[config.mk]
export PLATFORM = sky130hd
export DESIGN_NAME = hazard_unit_mc
export DESIGN_NICKNAME = d
export VERILOG_FILES = /design/src/rtl/pipe_pkg.sv /design/src/rtl/md_busy_counter.sv /design/src/rtl/hazard_unit_mc.sv
export SDC_FILE = /design/constraint.sdc
export NUM_CORES = 1
export LEC_CHECK = 0
export ABC_AREA = 1
export CAP_MARGIN = 20
export CORE_MARGIN = 1
export CORE_UTILIZATION = 42
export CTS_CLUSTER_DIAMETER = 150
export DETAILED_ROUTE_END_ITERATION = 10
export PLACE_DENSITY_LB_ADDON = 0.15
export SLEW_MARGIN = 10
export SYNTH_ARGS = -nofsm -noshare
export SYNTH_HDL_FRONTEND = slang
export SYNTH_SLANG_ARGS = --single-unit
[constraint.sdc]
create_clock -name clk -period 2.8 [get_ports clk]
set_clock_uncertainty 0.15 [all_clocks]
set_input_delay 0.84 -clock clk [delete_from_list [all_inputs] [get_ports clk]]
set_output_delay 0.84 -clock clk [all_outputs]
set_load 0.05 [all_outputs]
[src/rtl/pipe_pkg.sv]
// Shared definitions for the pipelined MIPS core: forwarding selects,
// the hardwired zero register and the default register-address width.
package pipe_pkg;

  localparam int PIPE_REGW = 5;
  localparam int ZERO_REG  = 0;

  localparam logic [1:0] FWD_NONE = 2'b00;
  localparam logic [1:0] FWD_WB   = 2'b01;
  localparam logic [1:0] FWD_MEM  = 2'b10;

endpackage

[src/rtl/md_busy_counter.sv]
// Busy countdown for the multi-cycle multiply/divide unit: busy for exactly
// MDLAT cycles after an op leaves E; starts while busy are ignored.
module md_busy_counter #(
  parameter int MDLAT = 4
) (
  input  logic clk,
  input  logic reset,
  input  logic start,
  output logic busy
);

  logic [7:0] mdcnt_q;
  logic [7:0] mdcnt_d;

  // Next-state: load on an accepted start, otherwise count down to zero.
  always_comb begin
    mdcnt_d = mdcnt_q;
    if (start && (mdcnt_q == 8'd0)) begin
      mdcnt_d = 8'(MDLAT);
    end else if (mdcnt_q != 8'd0) begin
      mdcnt_d = mdcnt_q - 8'd1;
    end else begin
      mdcnt_d = mdcnt_q;
    end
  end

  // Countdown register.
  always_ff @(posedge clk or posedge reset) begin
    if (reset) begin
      mdcnt_q <= 8'd0;
    end else begin
      mdcnt_q <= mdcnt_d;
    end
  end

  assign busy = (mdcnt_q != 8'd0);

endmodule

[src/rtl/hazard_unit_mc.sv]
// Hazard unit for the F/D/E/M/W pipeline: forwarding selects, load/branch/
// multiply-divide interlocks and a saturating stalled-cycle counter.
module hazard_unit_mc
  import pipe_pkg::*;
#(
  parameter int REGW  = PIPE_REGW,
  parameter int MDLAT = 4,
  parameter int PCW   = 16
) (
  input  logic            clk,
  input  logic            reset,
  input  logic [REGW-1:0] rsD,
  input  logic [REGW-1:0] rtD,
  input  logic [REGW-1:0] rsE,
  input  logic [REGW-1:0] rtE,
  input  logic [REGW-1:0] writeregE,
  input  logic [REGW-1:0] writeregM,
  input  logic [REGW-1:0] writeregW,
  input  logic            regwriteE,
  input  logic            regwriteM,
  input  logic            regwriteW,
  input  logic            memtoregE,
  input  logic            memtoregM,
  input  logic            branchD,
  input  logic            mdstartE,
  input  logic            mduseD,
  output logic            stallF,
  output logic            stallD,
  output logic            flushE,
  output logic            forwardAD,
  output logic            forwardBD,
  output logic [1:0]      forwardAE,
  output logic [1:0]      forwardBE,
  output logic            mdbusy,
  output logic [PCW-1:0]  stallcnt
);

  localparam logic [REGW-1:0] ZR = REGW'(ZERO_REG);

  logic           lwstall_s;
  logic           branchstall_s;
  logic           mdstall_s;
  logic           stall_s;
  logic           mdbusy_s;
  logic [PCW-1:0] stallcnt_q;
  logic [PCW-1:0] stallcnt_d;

  function automatic logic [1:0] fwd_sel(
    input logic [REGW-1:0] src,
    input logic            rw_m,
    input logic [REGW-1:0] wr_m,
    input logic            rw_w,
    input logic [REGW-1:0] wr_w
  );
    logic [1:0] sel;
    if ((src != ZR) && rw_m && (src == wr_m)) begin
      sel = FWD_MEM;
    end else if ((src != ZR) && rw_w && (src == wr_w)) begin
      sel = FWD_WB;
    end else begin
      sel = FWD_NONE;
    end
    return sel;
  endfunction

  md_busy_counter #(.MDLAT(MDLAT)) u_md_busy (
    .clk   (clk),
    .reset (reset),
    .start (mdstartE),
    .busy  (mdbusy_s)
  );

  // Forwarding selects and interlock causes, all zero-latency.
  always_comb begin
    forwardAE = fwd_sel(rsE, regwriteM, writeregM, regwriteW, writeregW);
    forwardBE = fwd_sel(rtE, regwriteM, writeregM, regwriteW, writeregW);
    forwardAD = (rsD != ZR) && regwriteM && (rsD == writeregM);
    forwardBD = (rtD != ZR) && regwriteM && (rtD == writeregM);
    lwstall_s = memtoregE && regwriteE && (writeregE != ZR) &&
                ((writeregE == rsD) || (writeregE == rtD));
    branchstall_s = branchD &&
                    ((regwriteE && (writeregE != ZR) &&
                      ((writeregE == rsD) || (writeregE == rtD))) ||
                     (memtoregM && (writeregM != ZR) &&
                      ((writeregM == rsD) || (writeregM == rtD))));
    mdstall_s = mduseD && mdbusy_s;
    stall_s   = lwstall_s || branchstall_s || mdstall_s;
  end

  assign stallF = stall_s;
  assign stallD = stall_s;
  assign flushE = stall_s;
  assign mdbusy = mdbusy_s;

  // Stalled-cycle counter next state, saturating at all-ones.
  always_comb begin
    stallcnt_d = stallcnt_q;
    if (stall_s && (stallcnt_q != {PCW{1'b1}})) begin
      stallcnt_d = stallcnt_q + PCW'(1);
    end else begin
      stallcnt_d = stallcnt_q;
    end
  end

  // Stalled-cycle counter register.
  always_ff @(posedge clk or posedge reset) begin
    if (reset) begin
      stallcnt_q <= {PCW{1'b0}};
    end else begin
      stallcnt_q <= stallcnt_d;
    end
  end

  assign stallcnt = stallcnt_q;

endmodule

==> results of run 1 <==
[area by class of cell]
cell class	instances	share of cell area [%]
clock buffer	3	1.19
sequential	24	17.4
inverter	65	7.49
tap	67	2.42
timing repair buffer	110	30.3
multi-input combinational	254	41.3
[stage by stage]
stage	setup WS [ps]	instance area, um2	power (W)	hold slack, ps
floorplan	-494	2240	0.00100	311
global placement	-682	3260	0.00125	330
detailed placement	-690	3260	0.00127	346
CTS	-212	3390	0.00148	364
global route	-236	3460	0.00161	402
finish	-185	3460	0.00149	354
[worst min-delay path by stage]
stage / startpoint / endpoint / slack [ps] / cells past startpoint
2_1_floorplan: u_md_busy.mdcnt_q[0]$_DFFE_PP0P_ / u_md_busy.mdcnt_q[0]$_DFFE_PP0P_ / 310 / 1
3_3_place_gp: u_md_busy.mdcnt_q[0]$_DFFE_PP0P_ / u_md_busy.mdcnt_q[0]$_DFFE_PP0P_ / 330 / 1
3_5_place_dp: u_md_busy.mdcnt_q[5]$_DFFE_PP0P_ / u_md_busy.mdcnt_q[5]$_DFFE_PP0P_ / 350 / 1
4_1_cts: u_md_busy.mdcnt_q[5]$_DFFE_PP0P_ / u_md_busy.mdcnt_q[5]$_DFFE_PP0P_ / 360 / 1
5_1_grt: u_md_busy.mdcnt_q[0]$_DFFE_PP0P_ / u_md_busy.mdcnt_q[0]$_DFFE_PP0P_ / 400 / 1
6_report: u_md_busy.mdcnt_q[0]$_DFFE_PP0P_ / u_md_busy.mdcnt_q[0]$_DFFE_PP0P_ / 350 / 1
[sequential cells by signal, summed over array words and instances, names as in the netlist]
signal	count
stallcnt	16
u_md_busy.mdcnt_q	8
[power breakdown]
group	switching (W)	internal [W]
logic	0.000456	0.000304
clock network	0.000101	0.0000962
registers	0.0000867	0.000443
[repair_timing]
item | 4_1_cts | 5_1_grt
pin swaps | 41 | 25
gates resized for setup | 153 | 38
setup buffers | 6 | 1
endpoints found under the hold margin | 0 | 0
setup endpoints to repair | 25 | 10
[logic make-up after synthesis]
| kind of cell | Yosys count | synth area share [%] |
|---|---|---|
| simple gates | 212 | 42.6 |
| buf+inv | 71 | 13.9 |
| flops | 24 | 28.2 |
| compound gates | 23 | 7.17 |
| xor+xnor | 17 | 6.99 |
| fa+ha+maj | 2 | 1.17 |
[layer usage]
metal	vias up	global-route usage [%]
met5	-	0
met4	0	3.70
met3	5	3.45
met2	73	42.5
met1	1160	31.2
li1	1305	-
[layout by cell type (no fill, tap or decap), types with 3 or more instances in the layout]
master,instances
dfrtp_1,24
clkbuf_8,3
buf_8,5
buf_4,34
xor2_1,9
inv_2,11
inv_1,51
clkdlybuf4s50_1,23
nor3_2,3
buf_2,17
dlygate4sd2_1,6
nand2_1,123
nand3_1,29
nor2_2,3
nand2_2,6
nor3_4,3
o21ai_0,8
nor2_1,26
nor3_1,5
nor4_1,4
buf_6,10
xnor2_1,5
buf_12,9
==> metrics.md, run 1 <==
| Metric | Value |
|---|---|
| Status | finished, violations left |
| Violated checks | setup timing |
| Synthesized area per cell | 6.10 um2 |
| Via count | 2543 |
| Remaining Overflow, GRT | 0 |
| # rows | 25 |
| Worst setup SP type | input port |
| Worst slew pin tran | 497 ps |
| Synth warnings | 0 |
| CP peak stage delay | 270 ps |
| Finished Layout Cells | 523 |
| Max_slew headroom | 66.8% |
| Min Clock Period, post-route | 2990 ps |
| Mapped Nets | 396 |
| Die ar. | 5360 um2 |
| Met1 wire length | 2700 um |
| Drt via density | 4.86 |
| Final hold viol count | 0 |
| CTS Sinks | 24 |
| Initial antenna violation count | 0 |
| DR pass1 iterations | 4 |
| Die Width | 73.2 um |
| Total routed wirelength | 6000 um |
| DR WL met3 | 268 um |
| Final core occ | 72.2% |
| Cells after Synth | 349 |
| Worst Path Arrival | 2000 ps |
| Post-Syn Area | 2130 um2 |
| Fmax | 335 MHz |
| Worst-path clk slew | 70 ps |
| Latest clock arrival within the worst-skew pair | 260 ps |
| Most instantiated cells after synthesis | nand2_1, inv_1, nand3_1, nor2_1, dfrtp_1 |
| Register area share after synthesis | 28.2% |
| Worst path bufs/invs | 6 |
| Max-slew violations | 0 |
| Flops & latches, synth | 24 |
| DP Wirelength | 4650 um |
| Min-delay worst type | reg2reg |
| Post-cts hold buffer count | 0 |
| Root Driver | clkbuf_8 |
| MaxCap Viol Count | 0 |
| Pleak | 1.80 nW |
| Worst r2r dst | stallcnt[3]$_DFFE_PP0P_ |
| DRC Markers | 0 |
| PnR worst setup slack | -185 ps |
| Ports | 71 |
| Register Area | 601 um2 |
| NumNets Final | 505 |
| Share of layout cells above drive strength 1 | 28.7% |
| Data required, critical path | 1810 ps |
| Max Root-Sink Buffers | 2 |
| First-pass GRT wire length | 10200 um |
| Crit path depth | 9 |
| Core ar. | 4790 um2 |
| FFs w/ async S/R, synth | 100% |
| Crit. End Element | primary output |
| Initial cell density of the core | 44.5% |
| CP endpoint | forwardAE[0] |
| CP max stage cell | nor4_4 |
| Vias in the first global route | 2365 |
| Largest net degree at the start of global routing | 29 |
| Final TNS setup | -1170 ps |
| Uppermost routed layer | met4 |
| Worst setup startpoint | writeregM[1] |
| Final setup fails | 9 |
| Main flop type after synthesis | dfrtp_1 |
| I/O Buffers | 70 |
| Top-count cell post-synth | nand2_1 |
| Area Overhead vs Synth | 62.3% |
| Synth cell types | 32 |
| H-tree depth | 1 |
| Avg WL per Cell | 11.5 um |
| Area leader, netlist | dfrtp_1 |
| Number of flops mapped to enable cells by yosys | 0 |
| CTS tree | done |
| Die span in y | 73.2 um |
| Setup CP Type | in2out |
| Routability Congestion | 0.862 |
| Reg2reg setup slack | 840 ps |
| Antenna viol nets, final | 0 |
| Area of the multi-input gates | 1430 um2 |
| # diodes | 0 |
| Maximum VDD drop | 0.000416 V |
| DRT iter0 DRCs | 141 |
| Yosys top cell area share | 28.2% |
| Clock buffer count from CTS | 3 |
| Fillers | 371 |
| Period utilization | 107% |
| Worst path most repeated cell | buf_4 |
| RR Startpoint | stallcnt[0]$_DFFE_PP0P_ |
| Met2 wire len | 2990 um |
| Synth top area cells | dfrtp_1, nand2_1, inv_1, nand3_1, nor2_1 |
| Ordered cell list for the critical path | buf_8, inv_2, buf_4, o21ai_0, buf_4, nor4_4, buf_4, nor2_4, buf_8 |
| GR Util All Layers | 23.9% |
| Worst reg2reg path depth | 10 |
| CP top delay family | buffers and inverters |
| RSZ-0062 raised after global routing | true |
| Dpl cells | 513 |
| Pwr dens | 430 nW/um2 |
| Crit-path max FO | 4 |
Note: power is estimated with default switching activity, not from simulation.
==> run 2: changes to the inputs <==
CAP_MARGIN = unset   (was 20)
==> results of run 2 <==
No change in the layout: final DEF, timing and power equal those of run 1.
